File: config.mk
export PLATFORM = sky130hd
export DESIGN_NAME = ulpi_reg_scheduler
export DESIGN_NICKNAME = d
export VERILOG_FILES = /design/src/rtl/ulpi_reg_scheduler.sv
export SDC_FILE = /design/constraint.sdc
export NUM_CORES = 1
export LEC_CHECK = 0
export ABC_AREA = 1
export CAP_MARGIN = 10
export CELL_PAD_IN_SITES_DETAIL_PLACEMENT = 1
export CELL_PAD_IN_SITES_GLOBAL_PLACEMENT = 2
export CORE_ASPECT_RATIO = 1.4
export CORE_MARGIN = 1
export CORE_UTILIZATION = 26
export CTS_CLUSTER_SIZE = 24
export DETAILED_ROUTE_END_ITERATION = 12
export HOLD_SLACK_MARGIN = 0.1
export PLACE_DENSITY_LB_ADDON = 0.1
export SLEW_MARGIN = 20
export SYNTH_ARGS = -nofsm -noshare
export SYNTH_HDL_FRONTEND = slang
export SYNTH_SLANG_ARGS = --single-unit
File: constraint.sdc
create_clock -name i_clk_60m -period 2.8 [get_ports i_clk_60m]
set_clock_uncertainty 0.15 [all_clocks]
set_input_delay 0.42 -clock i_clk_60m [delete_from_list [all_inputs] [get_ports i_clk_60m]]
set_output_delay 0.42 -clock i_clk_60m [all_outputs]
set_load 0.01 [all_outputs]
File: src/rtl/ulpi_reg_scheduler.sv
// ulpi_reg_scheduler: round-robin sharing of the ULPI PHY register port among N_REQ requesters,
// one op in flight, bounded retry on REG_FAIL, timeout watchdog. Optional macro: ULPI_INIT_SEQ_EN.
module ulpi_reg_scheduler #(
    parameter int N_REQ     = 2,
    parameter int MAX_RETRY = 3,
    parameter int TIMEOUT   = 255
) (
    input  logic               i_clk_60m,
    input  logic               i_rst_usb,
    input  logic [N_REQ-1:0]   i_req,
    input  logic [N_REQ-1:0]   i_req_rw,
    input  logic [6*N_REQ-1:0] i_req_addr,
    input  logic [8*N_REQ-1:0] i_req_wdata,
    output logic [N_REQ-1:0]   o_gnt_done,
    output logic [N_REQ-1:0]   o_gnt_fail,
    output logic [7:0]         o_rdata,
    output logic               o_busy,
    input  logic               i_ulpi_ready,
    output logic               o_reg_en,
    output logic               o_reg_rw,
    output logic [5:0]         o_reg_addr,
    output logic [7:0]         o_reg_data_i,
    input  logic [7:0]         i_reg_data_o,
    input  logic               i_reg_done,
`ifdef ULPI_INIT_SEQ_EN
    output logic               o_init_done,
    output logic               o_init_err,
`endif
    input  logic               i_reg_fail
);

    localparam logic [2:0] ST_IDLE  = 3'd0;
    localparam logic [2:0] ST_ISSUE = 3'd1;
    localparam logic [2:0] ST_WAIT  = 3'd2;
    localparam logic [2:0] ST_GAP   = 3'd3;
    localparam logic [2:0] ST_RESP  = 3'd4;

    logic [2:0]       r_state;
    logic [2:0]       r_rr;
    logic [2:0]       r_gnt;
    logic [7:0]       r_retry;
    logic [7:0]       r_tmo;
    logic             r_gap;
    logic             r_reg_en;
    logic             r_reg_rw;
    logic [5:0]       r_reg_addr;
    logic [7:0]       r_reg_data_i;
    logic [7:0]       r_rdata;
    logic             r_busy;
    logic [N_REQ-1:0] r_gnt_done;
    logic [N_REQ-1:0] r_gnt_fail;

    logic [3:0]       w_pick;
    logic             w_win_rw;
    logic [5:0]       w_win_addr;
    logic [7:0]       w_win_wdata;
    logic             w_grant;
    logic             w_op_done;
    logic             w_fail_retry;
    logic             w_op_abort;
    logic             w_can_retry;
    logic [N_REQ-1:0] w_gnt_onehot;
    logic [2:0]       w_rr_next;
    logic             w_init_pend;
    logic [5:0]       w_init_addr;
    logic [7:0]       w_init_data;
    logic             w_op_is_init;

    // Returns {found, index} of the first set request at or after ptr, wrapping at N_REQ.
    function automatic logic [3:0] rr_pick(input logic [N_REQ-1:0] req, input logic [2:0] ptr);
        logic [3:0] res;
        int         idx;
        res = 4'd0;
        for (int k = 0; k < N_REQ; k++) begin
            idx = int'(ptr) + k;
            if (idx >= N_REQ) begin
                idx = idx - N_REQ;
            end
            if (!res[3] && req[idx]) begin
                res = {1'b1, 3'(idx)};
            end
        end
        return res;
    endfunction

    assign w_pick = rr_pick(i_req, r_rr);

    // Field mux for the round-robin winner.
    always_comb begin
        w_win_rw    = 1'b0;
        w_win_addr  = 6'd0;
        w_win_wdata = 8'd0;
        for (int i = 0; i < N_REQ; i++) begin
            w_win_rw    = (w_pick[2:0] == 3'(i)) ? i_req_rw[i]          : w_win_rw;
            w_win_addr  = (w_pick[2:0] == 3'(i)) ? i_req_addr[6*i +: 6]  : w_win_addr;
            w_win_wdata = (w_pick[2:0] == 3'(i)) ? i_req_wdata[8*i +: 8] : w_win_wdata;
        end
    end

    assign w_grant      = (r_state == ST_IDLE) && i_ulpi_ready && (w_init_pend || w_pick[3]);
    assign w_can_retry  = (r_retry < 8'(MAX_RETRY));
    assign w_op_done    = (r_state == ST_WAIT) && i_reg_done;
    assign w_fail_retry = (r_state == ST_WAIT) && !i_reg_done && i_reg_fail && w_can_retry;
    // r_tmo holds cycles elapsed since the REG_EN cycle, so firing at TIMEOUT-1 puts the
    // GNT_FAIL pulse exactly TIMEOUT cycles after REG_EN (TIMEOUT must be >= 2).
    assign w_op_abort   = (r_state == ST_WAIT) && !i_reg_done &&
                          ((i_reg_fail && !w_can_retry) ||
                           (!i_reg_fail && (r_tmo == 8'(TIMEOUT - 1))));
    assign w_gnt_onehot = N_REQ'(1'b1) << r_gnt;
    assign w_rr_next    = (r_gnt == 3'(N_REQ - 1)) ? 3'd0 : (r_gnt + 3'd1);

`ifdef ULPI_INIT_SEQ_EN
    logic r_init_op;
    logic r_init_step;
    logic r_init_done;
    logic r_init_err;

    assign w_init_pend  = !r_init_done;
    assign w_init_addr  = r_init_step ? 6'h0A : 6'h04;
    assign w_init_data  = r_init_step ? 8'h00 : 8'h45;
    assign w_op_is_init = r_init_op;

    // Init sequence progress: FUNC_CTRL then OTG_CTRL; any failure ends the sequence with an error.
    always_ff @(posedge i_clk_60m) begin
        if (i_rst_usb) begin
            r_init_op   <= 1'b0;
            r_init_step <= 1'b0;
            r_init_done <= 1'b0;
            r_init_err  <= 1'b0;
        end else begin
            if (w_grant && w_init_pend) begin
                r_init_op <= 1'b1;
            end else if (r_state == ST_RESP) begin
                r_init_op <= 1'b0;
            end else begin
                r_init_op <= r_init_op;
            end
            if (r_init_op && w_op_done) begin
                r_init_step <= 1'b1;
                r_init_done <= r_init_step;
            end else if (r_init_op && w_op_abort) begin
                r_init_done <= 1'b1;
                r_init_err  <= 1'b1;
            end else begin
                r_init_step <= r_init_step;
                r_init_done <= r_init_done;
            end
        end
    end

    assign o_init_done = r_init_done;
    assign o_init_err  = r_init_err;
`else
    assign w_init_pend  = 1'b0;
    assign w_init_addr  = 6'd0;
    assign w_init_data  = 8'd0;
    assign w_op_is_init = 1'b0;
`endif

    // Main scheduler FSM; response pulses and REG_EN default low every cycle.
    always_ff @(posedge i_clk_60m) begin
        if (i_rst_usb) begin
            r_state      <= ST_IDLE;
            r_rr         <= 3'd0;
            r_gnt        <= 3'd0;
            r_retry      <= 8'd0;
            r_tmo        <= 8'd0;
            r_gap        <= 1'b0;
            r_reg_en     <= 1'b0;
            r_reg_rw     <= 1'b0;
            r_reg_addr   <= 6'd0;
            r_reg_data_i <= 8'd0;
            r_rdata      <= 8'd0;
            r_busy       <= 1'b0;
            r_gnt_done   <= {N_REQ{1'b0}};
            r_gnt_fail   <= {N_REQ{1'b0}};
        end else begin
            r_reg_en   <= 1'b0;
            r_gnt_done <= {N_REQ{1'b0}};
            r_gnt_fail <= {N_REQ{1'b0}};
            case (r_state)
                ST_IDLE: begin
                    if (w_grant) begin
                        r_state  <= ST_ISSUE;
                        r_reg_en <= 1'b1;
                        r_busy   <= 1'b1;
                        if (w_init_pend) begin
                            r_reg_rw     <= 1'b1;
                            r_reg_addr   <= w_init_addr;
                            r_reg_data_i <= w_init_data;
                        end else begin
                            r_reg_rw     <= w_win_rw;
                            r_reg_addr   <= w_win_addr;
                            r_reg_data_i <= w_win_wdata;
                            r_gnt        <= w_pick[2:0];
                        end
                    end else begin
                        r_state <= ST_IDLE;
                    end
                end
                ST_ISSUE: begin
                    r_tmo   <= 8'd1;
                    r_state <= ST_WAIT;
                end
                ST_WAIT: begin
                    if (w_op_done) begin
                        if (!r_reg_rw) begin
                            r_rdata <= i_reg_data_o;
                        end else begin
                            r_rdata <= r_rdata;
                        end
                        if (!w_op_is_init) begin
                            r_gnt_done <= w_gnt_onehot;
                        end else begin
                            r_gnt_done <= {N_REQ{1'b0}};
                        end
                        r_busy  <= 1'b0;
                        r_state <= ST_RESP;
                    end else if (w_fail_retry) begin
                        r_retry <= r_retry + 8'd1;
                        r_gap   <= 1'b0;
                        r_state <= ST_GAP;
                    end else if (w_op_abort) begin
                        if (!w_op_is_init) begin
                            r_gnt_fail <= w_gnt_onehot;
                        end else begin
                            r_gnt_fail <= {N_REQ{1'b0}};
                        end
                        r_busy  <= 1'b0;
                        r_state <= ST_RESP;
                    end else begin
                        r_tmo <= r_tmo + 8'd1;
                    end
                end
                ST_GAP: begin
                    // Two idle cycles let the ULPI wrapper drop its latched request before re-issue.
                    if (r_gap && i_ulpi_ready) begin
                        r_state  <= ST_ISSUE;
                        r_reg_en <= 1'b1;
                    end else begin
                        r_gap <= 1'b1;
                    end
                end
                ST_RESP: begin
                    r_retry <= 8'd0;
                    if (!w_op_is_init) begin
                        r_rr <= w_rr_next;
                    end else begin
                        r_rr <= r_rr;
                    end
                    r_state <= ST_IDLE;
                end
                default: begin
                    r_state <= ST_IDLE;
                    r_busy  <= 1'b0;
                end
            endcase
        end
    end

    assign o_gnt_done   = r_gnt_done;
    assign o_gnt_fail   = r_gnt_fail;
    assign o_rdata      = r_rdata;
    assign o_busy       = r_busy;
    assign o_reg_en     = r_reg_en;
    assign o_reg_rw     = r_reg_rw;
    assign o_reg_addr   = r_reg_addr;
    assign o_reg_data_i = r_reg_data_i;

endmodule

==> metrics.md <==
| Metric | Value |
|---|---|
| Status | completed |
| CP endpoint kind | register |
| GRT Total Usage | 0.153 |
| Area Growth Syn to Fin | 37.4% |
| Least-Margin Pin Slew | 0.474 ns |
| Pleak | 1.62 nW |
| # resized after CTS | 0 |
| Synth Area in XOR/XNOR | 0.0194 |
| Dpl cells | 594 |
| Worst-Skew Late Latency | 0.30 ns |
| RSZ-0062 raised after global routing | no |
| Max-cap viol count | 0 |
| Met3 routed WL | 302 um |
| Met2 wire len | 4.00 mm |
| Combinational share of power | 0.191 |
| FF+latch count, synth | 55 |
| Min Hold Slack | 0.311 ns |
| Fin crit period | 2.50 ns |
| Mux share of post-synthesis cell area | 0 |
| DRC | 0 |
| Most common cell in the netlist | nand2_1 |
| Worst EP arrival | 2.60 ns |
| Int Pwr | 0.00133 W |
| Synth cell types | 32 |
| Initial Utilization | 0.271 |
| Highest metal used | met4 |
| Part of the cycle the worst path needs | 0.892 |
| Hold-fix buffers, CTS | 0 |
| Worst setup SP type | register |
| WP data required | 2.90 ns |
| Post-DP HPWL | 5.83 mm |
| Final hold vios | 0 |
| Maximum level of the CTS H-tree | 2 |
| Final instance area | 3730 um2 |
| Core Box Area | 10000 um2 |
| CTS tree | yes |
| Setup TNS | 0 ns |
| Vias in the first global route | 2729 |
| Worst slack, placed | 0.266 ns |
| Row cnt | 43 |
| Met1 Wirelength | 3.32 mm |
| # IOs | 74 |
| Max clock buf depth | 2 |
| Largest net degree at the start of global routing | 36 |
| Cell taking the most area after synthesis | dfxtp_1 |
| Inserted Clock Buffers | 5 |
| Post-synthesis instance area | 2720 um2 |
| Die width | 88.4 um |
| Routed Antenna Nets | 0 |
| Synth top area cells | dfxtp_1, nand2_1, nand3_1, nor2_1, inv_1 |
| Synth top area share | 0.406 |
| DRT Wirelength | 7.77 mm |
| Critical path class | reg2reg |
| Setup violations, final | 0 |
| Main flop type after synthesis | dfxtp_1 |
| Placed Area | 3580 um2 |
| Cell count after synthesis | 394 |
| Max Clock Freq | 400 MHz |
| Synth Area per Inst | 6.89 um2 |
| DR iter-0 viols | 47 |
| Crit Path Max Fanout | 15 |
| PortBufs | 73 |
| PnR worst setup slack | 0.301 ns |
| Initial antenna violation count | 0 |
| Post-CTS setup buffers | 0 |
| Remaining global-route overflow | 0 |
| Final nets | 520 |
| Post-synthesis compound-gate area fraction | 0.0959 |
| TritonCTS Sinks | 55 |
| Full die area | 10900 um2 |
| Clock transition at the registers of the reported paths | 0.08 ns |
| Antenna cells | 0 |
| Sw Ratio | 0.287 |
| Root buf cell | clkbuf_16 |
| First-pass GRT wire length | 12.8 mm |
| Seq/Total Area, Yosys | 0.406 |
| Share of layout cells above drive strength 1 | 0.0514 |
| Clock power share | 0.352 |
| Adder-Cell Fraction of Synth Area | 0.0415 |
| Syn nets | 448 |
| Vias | 2689 |
| VDD IR max | 0.000245 V |
| Largest family of logic cells by synthesized area | simple AND/OR/NAND/NOR gates |
| EDFF count, synth | 0 |
| FFs w/ async S/R, synth | 0 |
| Slew Limit Fails | 0 |
| Gp weighted congestion | 0.807 |
| YS warnings | 0 |
| Switching pwr | 0.000535 W |
| Die Ht | 123 um |
| Seq pwr share | 0.457 |
| Detailed Routing Iterations Pass 1 | 4 |
| Worst min-delay path class | reg2reg |
| WL/cell | 12.9 um |
| Vias per cell | 4.47 |
| Slew margin rel. | 0.680 |
| Pwr Density | 500 nW/um2 |
| Most frequent cells after synthesis | nand2_1, dfxtp_1, nor2_1 |
| Synth Area in Simple Gates | 0.348 |
| Non-filler instance count after layout | 602 |
==> critical path, stage by stage (launching register included) <==
cell and delay (ns):
dfxtp_1 0.50, ha_1 0.23, inv_1 0.04, nand2_1 0.07, nand2_1 0.08, inv_1 0.06
ha_1 0.16, inv_1 0.04, a21oi_1 0.15, nand3_1 0.11, nand3_2 0.11, nand3_2 0.09
nor2_4 0.33, nand2_1 0.10, nand3_1 0.10, nand2_1 0.06, inv_1 0.05
==> metrics by stage <==
step	power (W)	util
floorplan	0.00106	-
global placement	0.00123	0.358
detailed placement	0.00123	0.358
CTS	0.00190	0.373
global route	0.00197	0.373
finish	0.00187	0.373
==> cells in the final DEF (no fill, tap or decap), drive strengths merged <==
cell type        n
a21oi           26
a31oi            1
a41oi            1
buf              3
clkbuf           5
clkdlybuf4s50   73
clkinv           2
clkinvlp         1
dfxtp           55
ha               9
inv             50
nand2          102
nand3           48
nand3b           1
nor2            52
nor3             9
nor4             2
o211a            1
o211ai           1
o21ai           13
o22ai            4
o31ai            1
or2              1
xnor2            1
xor2             5
==> power groups by stage <==
| stage | Sequential (W) | Combinational (W) | Clock [W] |
|---|---|---|---|
| global placement | 0.000870 | 0.000361 | 0 |
| global route | 0.000858 | 0.000403 | 0.000710 |
| detailed placement | 0.000870 | 0.000364 | 0 |
| CTS | 0.000853 | 0.000367 | 0.000683 |
| finish | 0.000852 | 0.000357 | 0.000657 |
| floorplan | 0.000878 | 0.000181 | 0 |
==> final cells by class <==
cell class | count | area (um2)
fillers | 1272 | 6280
repair buffers | 76 | 753
clock buffers | 5 | 125
well taps | 135 | 169
flip-flops and latches | 55 | 1100
clock inverters | 3 | 25.0
inverters | 50 | 188
multi-input cells | 278 | 1370
==> sequential cells by signal, indices dropped and copies added, names as in the netlist <==
name,flops
r_rr,3
o_reg_data_i,8
r_gnt,3
r_retry,8
r_state,3
o_reg_rw,1
o_busy,1
o_rdata,8
o_gnt_fail,2
r_gap,1
o_gnt_done,2
r_tmo,8
o_reg_addr,6
o_reg_en,1
==> logic make-up (layout without fill, tap and decap cells) <==
group	after synthesis	count (layout)
XOR/XNOR	6	6
AO/OA/AOI/OAI	48	48
buffers and inverters	61	134
flip-flops	55	55
adder cells (fa/ha/maj)	9	9
AND/OR/NAND/NOR	215	215
==> metal layers <==
| layer | GRT usage | up-vias |
|---|---|---|
| met3 | 0.0260 | 9 |
| met4 | 0.0605 | 0 |
| met5 | 0 | - |
| met2 | 0.283 | 51 |
| met1 | 0.171 | 1231 |
| li1 | - | 1398 |
==> worst paths after layout <==
check	to	cells past startpoint	slack, ns	from
worst max-delay path	o_reg_addr[3]	16	0.30	r_rr[0]
worst min-delay path	r_retry[6]	2	0.31	r_retry[6]
worst max register to register	o_reg_addr[3]	16	0.30	r_rr[0]
worst min register to register	r_retry[6]	2	0.31	r_retry[6]
Note: power is estimated with default switching activity, not from simulation.
